--- src/rtl/regset_pkg.sv ---
// Shared definitions for the regset_sb register set.
//   REGSET_DATA_W / REGSET_ADDR_W : default word and address widths
//   ZERO_REG                      : hardwired-zero register index
//   slice_lsb()                   : LSB position of element idx in a flattened vector
package regset_pkg;

  localparam int REGSET_DATA_W = 32;
  localparam int REGSET_ADDR_W = 5;
  localparam int ZERO_REG      = 0;

  function automatic int slice_lsb(input int idx, input int w);
    return idx * w;
  endfunction

endpackage

--- src/rtl/regset_scoreboard.sv ---
// Per-register busy scoreboard.
//   clk, res       : clock, synchronous active-high reset
//   wr_en, a_wr    : writeback strobe/address (clears busy)
//   issue_en,a_iss : issue strobe/destination (sets busy)
//   busy           : busy vector, one bit per register (bit 0 always 0)
//   issue_conflict : issuing onto an already-busy register (WAW)
module regset_scoreboard
  import regset_pkg::*;
#(
  parameter int ADDR_W = REGSET_ADDR_W
) (
  input  logic                   clk,
  input  logic                   res,
  input  logic                   wr_en,
  input  logic [ADDR_W-1:0]      a_wr,
  input  logic                   issue_en,
  input  logic [ADDR_W-1:0]      a_iss,
  output logic [2**ADDR_W-1:0]   busy,
  output logic                   issue_conflict
);

  logic wr_ok, iss_ok;

  assign wr_ok  = wr_en    && (a_wr  != ADDR_W'(ZERO_REG));
  assign iss_ok = issue_en && (a_iss != ADDR_W'(ZERO_REG));

  // Set is applied after clear so a same-cycle issue to the register
  // being written back leaves it busy: the new producer wins.
  always_ff @(posedge clk) begin
    if (res) begin
      busy <= '0;
    end else begin
      if (wr_ok)  busy[a_wr]  <= 1'b0;
      if (iss_ok) busy[a_iss] <= 1'b1;
    end
  end

  assign issue_conflict = iss_ok && busy[a_iss];

endmodule

--- src/rtl/regset_sb.sv ---
// Parametrised register set with optional write-to-read bypass and a
// busy scoreboard for RAW/WAW hazard detection. Register 0 reads as zero.
//   CLK, RES             : clock, synchronous active-high reset
//   D, A_D, write_enable : writeback port
//   A_Q, Q, RD_BUSY      : N_RD flattened asynchronous read ports
//   issue_en, A_ISSUE    : issue port (marks destination busy)
//   issue_conflict       : WAW hazard flag, combinational
module regset_sb
  import regset_pkg::*;
#(
  parameter int DATA_W = REGSET_DATA_W,
  parameter int ADDR_W = REGSET_ADDR_W,
  parameter int N_RD   = 2,
  parameter int BYPASS = 1
) (
  input  logic                     CLK,
  input  logic                     RES,
  input  logic [DATA_W-1:0]        D,
  input  logic [ADDR_W-1:0]        A_D,
  input  logic                     write_enable,
  input  logic [N_RD*ADDR_W-1:0]   A_Q,
  output logic [N_RD*DATA_W-1:0]   Q,
  output logic [N_RD-1:0]          RD_BUSY,
  input  logic                     issue_en,
  input  logic [ADDR_W-1:0]        A_ISSUE,
  output logic                     issue_conflict
);

  localparam int DEPTH = 2**ADDR_W;

  logic [DEPTH-1:0][DATA_W-1:0] dat;
  logic [DEPTH-1:0]             busy;
  logic                         wr_ok;

  assign wr_ok = write_enable && (A_D != ADDR_W'(ZERO_REG));

  // Entry 0 is never written, so it stays at its reset value of zero.
  always_ff @(posedge CLK) begin
    if (RES) begin
      dat <= '0;
    end else if (wr_ok) begin
      dat[A_D] <= D;
    end
  end

  regset_scoreboard #(.ADDR_W(ADDR_W)) u_sb (
    .clk            (CLK),
    .res            (RES),
    .wr_en          (write_enable),
    .a_wr           (A_D),
    .issue_en       (issue_en),
    .a_iss          (A_ISSUE),
    .busy           (busy),
    .issue_conflict (issue_conflict)
  );

  for (genvar i = 0; i < N_RD; i++) begin : g_rd
    logic [ADDR_W-1:0] addr;
    logic              hit;

    assign addr = A_Q[slice_lsb(i, ADDR_W) +: ADDR_W];
    // wr_ok already excludes register 0; reset suppresses forwarding.
    assign hit  = (BYPASS != 0) && !RES && wr_ok && (A_D == addr);

    assign Q[slice_lsb(i, DATA_W) +: DATA_W] = hit ? D : dat[addr];
    assign RD_BUSY[i] = hit ? 1'b0 : busy[addr];
  end

endmodule
--- config.mk ---
export PLATFORM = sky130hd
export DESIGN_NAME = regset_sb
export DESIGN_NICKNAME = d
export VERILOG_FILES = /design/src/rtl/regset_pkg.sv /design/src/rtl/regset_scoreboard.sv /design/src/rtl/regset_sb.sv
export SDC_FILE = /design/constraint.sdc
export NUM_CORES = 2
export LEC_CHECK = 0
export CAP_MARGIN = 20
export CELL_PAD_IN_SITES_DETAIL_PLACEMENT = 0
export CELL_PAD_IN_SITES_GLOBAL_PLACEMENT = 1
export CORE_MARGIN = 3
export CORE_UTILIZATION = 44
export DETAILED_ROUTE_END_ITERATION = 8
export PLACE_DENSITY = 0.78
export SYNTH_ARGS = -nofsm -noshare
export SYNTH_HDL_FRONTEND = slang
export SYNTH_SLANG_ARGS = --single-unit
--- constraint.sdc ---
create_clock -name CLK -period 4 [get_ports CLK]
set_clock_uncertainty 0.15 [all_clocks]
set_input_delay 1.2 -clock CLK [delete_from_list [all_inputs] [get_ports CLK]]
set_output_delay 1.2 -clock CLK [all_outputs]
set_load 0.03 [all_outputs]
==> results by stage <==
STA:
- Setup violations remaining at the end of the flow were counted as 67.
- After layout, the worst setup slack is -0.5237 ns.
- The maximum clock frequency is 221.1 MHz.
- Setup repair after global routing could not meet its margin everywhere.
- Hold timing on the final database bottoms out at a slack of 0.3145 ns.
- The pin slew with the least headroom to its limit is 1.133 ns.
- The share of the clock period used by the worst path is 113.1%.
- The remaining max-slew budget at the tightest pin is 24.48%.
- The smallest clock period supported by the final layout is computed as 4.524 ns.
- The final-report hold violation count is 0.
- The count of pins over their slew limit came to 0.

Synthesis:
- The mapped netlist covers 52810 um2.
- After synthesis, flip-flops and latches occupy 40.03% of the total area.
- The number of flops mapped to enable cells by yosys is 0.
- The number of warnings issued by yosys is 0.
- The fraction of registers with async set or reset after synthesis is 0%.
- The largest area contributor in the netlist is dfxtp_1.
- When the netlist entered floorplanning its net count stood at 5958.
- Synthesis produced 5902 cells.
- The top-area cell type share of the netlist area is 40.03%.
- The count of unique library cells instantiated by Yosys is 53.
- The number of flip-flops and latches in the synthesized netlist is 1056.
- Among all flip-flop cells after synthesis, the most frequent one is dfxtp_1.
- After synthesis, the mean cell area works out to 8.948 um2.
- Ranked by total cell area, the synthesized netlist is headed by dfxtp_1, mux4_2, nand2_1, a21oi_1, clkbuf_1.

Critical path:
- Traced cell by cell, the critical path runs through buf_16, buf_16, buf_12, buf_16, mux4_2, o22ai_2, or4_4, o21ai_4, buf_12.
- The critical path starts at A_Q[0].
- The critical path endpoint is Q[17].
- For this design, the slowest cell found on the critical path is or4_4.
- Counting cells, the worst reg-to-reg path comes to 2.
- The worst setup path is captured at a primary output.
- The setup check on the worst reg-to-reg path leaves a slack of 3.09 ns.
- The arrival time at the worst endpoint is 3.17 ns.
- The startpoint of the lowest-slack register-to-register path is u_sb.busy[24].
- Data on the critical path is required at its endpoint by 2.65 ns.
- Along the worst path, the maximum fanout reaches 8.
- The worst setup path is launched from a primary input.
- The most numerous cell on the critical path is buf_16.
- In this run the critical register-to-register path is captured at u_sb.busy[24].
- The worst setup path is of the in -> out kind.
- On the worst path, the slowest cell contributes a delay of 0.59 ns.

Hold path:
- The worst hold path belongs to the class reg -> reg.

Detailed routing:
- The number of iterations in the first detailed-routing pass is 8.
- Dividing the detail-routed via count by the number of cells gives 6.409.
- The count of unresolved DRC violations after routing is 0.
- The routed via count is 50570.
- The detailed-route wire length is 230000 um.
- Once detail routing completed, the nets flagged for antenna violations numbered 0.
- After detailed routing, the average wire length per cell comes to 29.16 um.
- The count of routing violations after the opening detailed-route iteration is 7116.

Finish:
- The most common library cell in the layout ignoring fill and taps is nand2_1.
- The proportion of layout cells with a drive suffix above 1 is 30.33%.
- Excluding fillers, the count of instances in the completed layout stands at 7890.
- In the layout the commonest cells are nand2_1, dfxtp_1, a21oi_1.
- The area growth from synthesis to layout is 31.30%.
- The layout filler cell count is 9938.
- The net count of the finished layout is 6245.

CTS:
- The number of levels the H-tree was split into is 3.
- The TritonCTS clock tree is done.
- The clock buffer count from CTS is 116.
- The deepest clock path buffer count is 3.
- Buffers inserted to repair hold after CTS numbered 0.
- The latest clock arrival within the worst-skew pair is 0.72 ns.
- The number of sinks on the clock net is 1056.
- The clock tree root driver cell is clkbuf_16.
- The register clock-pin slew on the reported worst setup and hold paths is 0.06 ns.

Placement:
- Routability-driven placement finished with a final weighted congestion of 0.9166.
- The placed cell count is 7486.
- Summed over all nets, the half-perimeter wirelength after detailed placement is 138000 um.
- During placement, the flow inserted port buffers numbering 122.

GRT:
- The met3 demand-to-capacity share in global routing is 11.15%.
- In this run the most used layer during global routing was met2.
- Global routing consumed, over all layers together, 35.56% of the routing resources.
- The first-pass GRT wire length is 329400 um.
- For this run, global-route usage on met2 was measured as 51.23%.
- The total congestion overflow after global routing is 0.
- The via count of the first global-routing pass is 48178.
- Global routing consumed, on the met1 layer, 47.81% of the routing resources.
- The pin count of the biggest net entering global routing is 189.
- The initial antenna violation count is 13.

Power:
- The worst-case IR drop observed on VDD is 362.0 uV.
- The total leakage power is 23.67 nW.
- The power density over the cells is 367.2 nW/um2.
- The design draws 0.02546 W.

Run status:
- The checks that failed: setup timing.
- The flow ran to the end, but the final reports show violations.

Floorplan:
- Measured along the y axis, the die boundary spans 352.4 um.
- The die outline width is 352.4 um.
- For this design the top-level I/O count stands at 123.
- The floorplan step defined a die boundary enclosing 124200 um2.
- The number of placement rows is 126.
- The total area inside the core boundary comes to 118600 um2.
- The initial cell density of the core is 44.54%.

Run:
- The reported max-cap violation count is 0.
worst min-delay path by stage:
stage                   from        to  slack [ns]  cells past startpoint
floorplan           dat[344]  dat[344]        0.29                      2
global placement    dat[826]  dat[826]        0.30                      2
detailed placement  dat[733]  dat[733]        0.31                      2
CTS                 dat[223]  dat[223]        0.31                      2
global route        dat[971]  dat[971]        0.33                      2
finish              dat[719]  dat[719]        0.31                      2
sequential cells by signal, summed over array words and instances, names as in the netlist:
register / count
dat: 1024
u_sb.busy: 32
cell families (layout without fill, tap and decap cells):
kind of cell           Yosys count  count (layout)  share of synthesized area (%)
AND/OR/NAND/NOR               2295            2295                          17.17
AO/OA/AOI/OAI                 1327            1327                          13.46
flip-flops                    1056            1056                          40.03
buffers and inverters          639            1022                          5.518
multiplexers                   575             575                          23.66
XOR/XNOR                        10              10                         0.1659
other                            0               5                              0
per-layer routing:
layer  vias to the layer above  part of all wire [%]
li1                      21378                     -
met5                         -                  0.18
met3                       812                    15
met2                      3753                    42
met4                        16                   6.2
met1                     24611                    37
critical path: cells and delay by family:
family / cells / cell delay, ns
AOI/OAI and AO/OA: 2 / 0.27
buffers and inverters: 5 / 0.74
muxes: 1 / 0.34
and+or+nand+nor: 1 / 0.59
through the flow:
step	utilization (%)	worst slack, ns	TNS [ns]	instance area, um2
floorplan	-	-0.1644	-7.495	53900
global placement	50.44	-1.281	-57.82	59800
detailed placement	50.44	-1.252	-57.60	59800
CTS	57.29	-0.5456	-29.38	67910
global route	58.48	-0.5321	-30.11	69330
finish	58.49	-0.5237	-28.94	69340
cell usage after synthesis (2+ instances only):
cell type  number
nor3b_1         7
nand2_1      2066
a21oi_1       993
mux2_2         32
and2_1          3
or4_1          31
buf_1          19
a211o_1         2
and3_1          5
nor4_1         31
a31oi_1         2
clkbuf_2        2
or2_2           3
dfxtp_1      1056
a21boi_0        2
a22oi_1        35
nand3_1         5
xnor2_1         2
buf_6          28
buf_12          2
buf_4          27
inv_1           2
buf_2         111
or3b_2          5
clkbuf_1      442
nand3b_1        7
nor2_1         78
nor3_1          4
clkbuf_4        5
a221oi_1        3
mux2i_1         8
a211oi_1        3
xor2_1          8
and3b_1         3
o22ai_1       248
or3_1           3
mux4_2        534
o21ai_0        30
nand2b_1        2
nor2b_1        40
power by group:
part	leakage, nW	total, W	switching, W	internal [W]
logic	13.2	0.00357	0.00195	0.00162
registers	8.51	0.0106	0.0000560	0.0106
clock network	1.97	0.0112	0.00474	0.00650
total	23.7	0.0255	0.00674	0.0187
layout make-up:
class                           instances  area, um2  area share [%]
Multi-Input combinational cell       4207      31750           45.78
Sequential cell                      1056      21140           30.49
Timing Repair Buffer                  806      10450           15.07
Clock buffer                          168       3448           4.973
Tap cell                             1600       2002           2.887
Clock inverter                         46      531.8          0.7669
Antenna cell                            5      12.51         0.01804
Inverter                                2      7.507         0.01083
timing repair:
action,in CTS,in global routing
endpoints found under the setup margin,67,67
cloned,40,10
gates resized for setup,437,183
endpoints found under the hold margin,0,0
setup buffers,106,73
pin swaps,128,106
(Power assumes the default switching activity.)
